`config.mk`:
```
export PLATFORM = sky130hd
export DESIGN_NAME = spi_master
export DESIGN_NICKNAME = d
export VERILOG_FILES = /design/src/rtl/spi_master.sv
export SDC_FILE = /design/constraint.sdc
export NUM_CORES = 1
export LEC_CHECK = 0
export CORE_MARGIN = 8
export CORE_UTILIZATION = 41
export DETAILED_ROUTE_END_ITERATION = 12
export SETUP_SLACK_MARGIN = 0.1
export SYNTH_ARGS = -nofsm -noshare
export SYNTH_HDL_FRONTEND = slang
export SYNTH_SLANG_ARGS = --single-unit
export TNS_END_PERCENT = 30
```
`constraint.sdc`:
```
create_clock -name clk -period 4 [get_ports clk]
set_clock_uncertainty 0.05 [all_clocks]
set_input_delay 0.4 -clock clk [delete_from_list [all_inputs] [get_ports clk]]
set_output_delay 0.4 -clock clk [all_outputs]
set_load 0.05 [all_outputs]
```
`src/rtl/spi_master.sv`:
```
// rtl/spi_master.sv - bus-mapped SPI mode-0 master shared by the SD card and RTC chip selects
`timescale 1ns/1ps
module spi_master #(
  parameter int unsigned FAST_DIV = 4,
  parameter int unsigned SLOW_DIV = 42
) (
  input  logic       clk,
  input  logic       reset_n,
  input  logic       phi2,
  input  logic       cs_n,
  input  logic       write_enable,
  input  logic [1:0] address,
  input  logic [7:0] data_in,
  output logic [7:0] data_out,
  output logic       irq_n,
  output logic       spi_clk,
  output logic       spi_mosi,
  input  logic       spi_miso,
  output logic       spi_sdcard_cs,
  output logic       spi_rtc_cs
);

  localparam logic [7:0] FAST_RL = 8'(FAST_DIV - 1);
  localparam logic [7:0] SLOW_RL = 8'(SLOW_DIV - 1);

  typedef enum logic [1:0] {IDLE, LOW, HIGH} state_t;

  state_t     state_q;
  logic       phi2_q;
  logic [3:0] ctrl_q;
  logic [7:0] shift_q, rx_q, div_q, div_rl_q;
  logic [2:0] bit_q;
  logic       busy_q, ovr_q, done_q, sclk_q, mosi_q;

  logic       strobe, wr_stb, rd_stb;
  logic [7:0] div_rl_d;
  logic [3:0] ctrl_d;

  assign strobe   = phi2_q & ~phi2 & ~cs_n;
  assign wr_stb   = strobe & write_enable;
  assign rd_stb   = strobe & ~write_enable;
  assign div_rl_d = ctrl_q[2] ? SLOW_RL : FAST_RL;
  // SD select wins when both selects are written together
  assign ctrl_d   = {data_in[3], data_in[2], data_in[1] & ~data_in[0], data_in[0]};

  always_ff @(posedge clk or negedge reset_n) begin
    if (!reset_n) phi2_q <= 1'b0;
    else          phi2_q <= phi2;
  end

  always_ff @(posedge clk or negedge reset_n) begin
    if (!reset_n) begin
      state_q  <= IDLE;
      ctrl_q   <= 4'h0;
      shift_q  <= 8'h00;
      rx_q     <= 8'h00;
      div_q    <= 8'h00;
      div_rl_q <= 8'h00;
      bit_q    <= 3'd0;
      busy_q   <= 1'b0;
      ovr_q    <= 1'b0;
      done_q   <= 1'b0;
      sclk_q   <= 1'b0;
      mosi_q   <= 1'b1;
    end else begin
      if (wr_stb && address == 2'd2 && data_in[1]) ovr_q <= 1'b0;
      if (rd_stb && address == 2'd0) done_q <= 1'b0;
      if (wr_stb && busy_q && (address == 2'd0 || address == 2'd1)) ovr_q <= 1'b1;
      if (wr_stb && !busy_q && address == 2'd1) ctrl_q <= ctrl_d;

      case (state_q)
        IDLE: begin
          if (wr_stb && address == 2'd0) begin
            shift_q  <= data_in;
            bit_q    <= 3'd7;
            div_q    <= div_rl_d;
            div_rl_q <= div_rl_d;
            done_q   <= 1'b0;
            busy_q   <= 1'b1;
            mosi_q   <= data_in[7];
            sclk_q   <= 1'b0;
            state_q  <= LOW;
          end
        end
        LOW: begin
          if (div_q == 8'h00) begin
            sclk_q  <= 1'b1;
            rx_q    <= {rx_q[6:0], spi_miso};
            div_q   <= div_rl_q;
            state_q <= HIGH;
          end else begin
            div_q <= div_q - 8'd1;
          end
        end
        HIGH: begin
          if (div_q == 8'h00) begin
            sclk_q <= 1'b0;
            div_q  <= div_rl_q;
            if (bit_q != 3'd0) begin
              shift_q <= {shift_q[6:0], 1'b0};
              mosi_q  <= shift_q[6];
              bit_q   <= bit_q - 3'd1;
              state_q <= LOW;
            end else begin
              mosi_q  <= 1'b1;
              busy_q  <= 1'b0;
              done_q  <= 1'b1;
              state_q <= IDLE;
            end
          end else begin
            div_q <= div_q - 8'd1;
          end
        end
        default: state_q <= IDLE;
      endcase
    end
  end

  always_comb begin
    data_out = 8'h00;
    if (!cs_n) begin
      case (address)
        2'd0:    data_out = rx_q;
        2'd1:    data_out = {4'h0, ctrl_q};
        2'd2:    data_out = {5'h00, done_q, ovr_q, busy_q};
        default: data_out = 8'h00;
      endcase
    end
  end

  assign spi_clk       = sclk_q;
  assign spi_mosi      = mosi_q;
  assign spi_sdcard_cs = ~ctrl_q[0];
  assign spi_rtc_cs    = ~ctrl_q[1];
  assign irq_n         = ~(done_q & ctrl_q[3]);

endmodule

```
==> run metrics <==
Antenna Violating Nets Remaining=0; # rows=28; number of global-route vias before repair=1,802; hold_buf cts=0; Cell variety after synth=53; post-synth top area share=41.8%; Setup Viol. Count Final=0; count of pins over their slew limit=0; clk root buf=clkbuf_8; TritonCTS clock tree=done; Worst EP arrival=2400 ps; RD Place Congestion=0.843; min cycle time layout=2850 ps; flop2flop setup slack=1390 ps; H-tree Lvls=2; clk_lat worst skew=290 ps; Syn Inst Count=227; IO buf count=28; global-route wire length before repair=8630 um; GR Overflow Total=0; Final Instance Area=2800 um2; Max Clock Freq=351 MHz; Rel. slew slack=38.6%; unrepaired setup endpoints after global routing=no; Post-Syn Area=2400 um2; Filler Cells Inserted=556; ys async rst share=100%; met3 Track Usage GR=2.99%; routed len/inst=15.6 um; Worst Path Required=3550 ps; initial antenna violation count=0; flop and latch count out of synthesis=41; DR pass1 iterations=4; period utilisation layout=71.2%; Post-synth top flop=dfrtp_1; Crit Path Max Fanout=10; clk slew on worst S/H paths=80 ps; number of post-CTS setup repair buffers=0; M1 GR Usage=15.7%; DR vias=1,809; PD cells=529 nW/um2; via/cell ratio=5.50; largest net degree at the start of global routing=42; fin nets=277; layout cell share with drive strength beyond 1=16.9%; utilization of the core after routing=48.4%; RR Startpoint=state_q[1]$_DFFE_PN0P_; post-DP HPWL=3720 um; Yosys top cell by area=dfrtp_1; worst slew pin tran=921 ps; die extent in y=92.5 um; leak pwr=1.22 nW; Post-route DRC=0; Final Hold Viols=0; outcome=finished, final reports clean; die extent in x=92.5 um; CORE AREA=5780 um2; CTS Sinks=41; EDFF count, synth=0; GRT met2 Usage=19.7%; CP Launch Type=primary input; syn avg cell area=10.6 um2; GR Util All Layers=12.3%; setup_tns=0 ps; area delta synth->final=16.7%; Crit Path Class=in -> out; die area=8550 um2; GRT busiest layer=met2; number of antenna diodes=0; Hold Path Class=in -> async; placed cell area=2700 um2; # IOs=29; WL final=5120 um; crit path launch=address[0]; Max-Cap Viols=0; Ys Warns=0; commonest cells after routing, fill and taps aside=40 x dfrtp_1, 27 x clkdlybuf4s50_1, 18 x nor2_1; sequential cell area fraction in the yosys report=42.8%; largest cells by area after synthesis=dfrtp_1 42%, mux2_2 8.0%, ha_1 4.2%; most common cell after layout, fill and taps aside=dfrtp_1; Post-CTS Resized=0; Syn Nets=251; CTS max path bufs=2; peak supply drop=0.000225 V; CP Capture Type=output port; Num CTS Buffers=5; initial DRC count=107; starting density of the core=41.5%
## worst max-delay path, cell delays in order
cell	delay, ps
clkdlybuf4s50_1	630
nor3_1	390
and2_1	180
clkdlybuf4s50_1	800
## logic make-up (layout without fill, tap and decap cells)
| group | Yosys count | after routing | share of synthesized area (%) |
|---|---|---|---|
| AOI/OAI and AO/OA | 53 | 53 | 16.0 |
| adders and majority gates | 8 | 8 | 4.18 |
| buffers and inverters | 23 | 50 | 4.91 |
| DFF | 41 | 41 | 42.8 |
| muxes | 31 | 31 | 14.9 |
| and+or+nand+nor | 71 | 71 | 17.2 |
## state kept, by name, summed over array words and instances (netlist names)
signal / count
phi2_q: 1
shift_q: 7
ctrl_q: 4
busy_q: 1
bit_q: 3
ovr_q: 1
div_q: 8
done_q: 1
spi_clk: 1
state_q: 2
rx_q: 8
spi_mosi: 1
div_rl_q: 3
## cell type report
class                   count  area [um2]  share of cell area, %
clock buffers               6        82.6                   2.95
multi-input cells         163        1250                   44.8
repair buffers             28         275                   9.84
inverters                  14        52.6                   1.88
clock inverters             2        13.8                  0.492
flip-flops and latches     41        1030                   36.7
well taps                  75        93.8                   3.35
## cells in the mapped netlist (3+ instances only)
cell type / n
a21oi_1: 13
a22o_1: 5
a31oi_1: 3
and2_1: 6
buf_6: 4
clkbuf_1: 3
dfrtp_1: 40
ha_1: 8
inv_1: 14
mux2_2: 17
mux2_4: 5
mux2i_1: 8
nand2_1: 6
nand2b_1: 5
nand3_1: 4
nand4_1: 5
nor2_1: 18
nor2b_1: 4
nor3_1: 8
o21ai_0: 7
o21ai_1: 4
## path summary, 6_finish.rpt
check                                               end  cells past startpoint
worst max-delay path                        data_out[4]                      4
worst min-delay path              ctrl_q[0]$_DFFE_PN0P_                      1
worst max register to register   shift_q[3]$_DFFE_PN0P_                      6
worst min register to register  div_rl_q[0]$_DFFE_PN0P_                      1
max in group asynchronous          div_q[6]$_DFFE_PN0P_                      1
min in group clk                div_rl_q[0]$_DFFE_PN0P_                      1
## per-layer routing
| layer | vias to the layer above | routed length [um] |
|---|---|---|
| met4 | 0 | 82 |
| met1 | 883 | 2450 |
| met3 | 7 | 234 |
| met2 | 36 | 2360 |
| li1 | 883 | - |
| met5 | - | 0 |
## power breakdown
group / leakage, nW / switching (mW) / total [mW] / internal (mW)
Sequential: 0.504 / 0.0824 / 0.592 / 0.510
Combinational: 0.665 / 0.333 / 0.603 / 0.271
Clock: 0.0512 / 0.144 / 0.284 / 0.140
## through the flow
| step | hold WS [ps] | total power, mW | cells | setup WS, ps |
|---|---|---|---|---|
| final | 192 | 1.48 | 329 | 1150 |
| after detailed placement | 405 | 1.20 | 321 | 1150 |
| after floorplan | 54.4 | 1.07 | 227 | 1800 |
| after CTS | 228 | 1.49 | 329 | 1150 |
| after global routing | 278 | 1.57 | 329 | 1010 |
| after global placement | 405 | 1.20 | 321 | 1140 |
No activity file was read; power rests on OpenSTA's default activity.
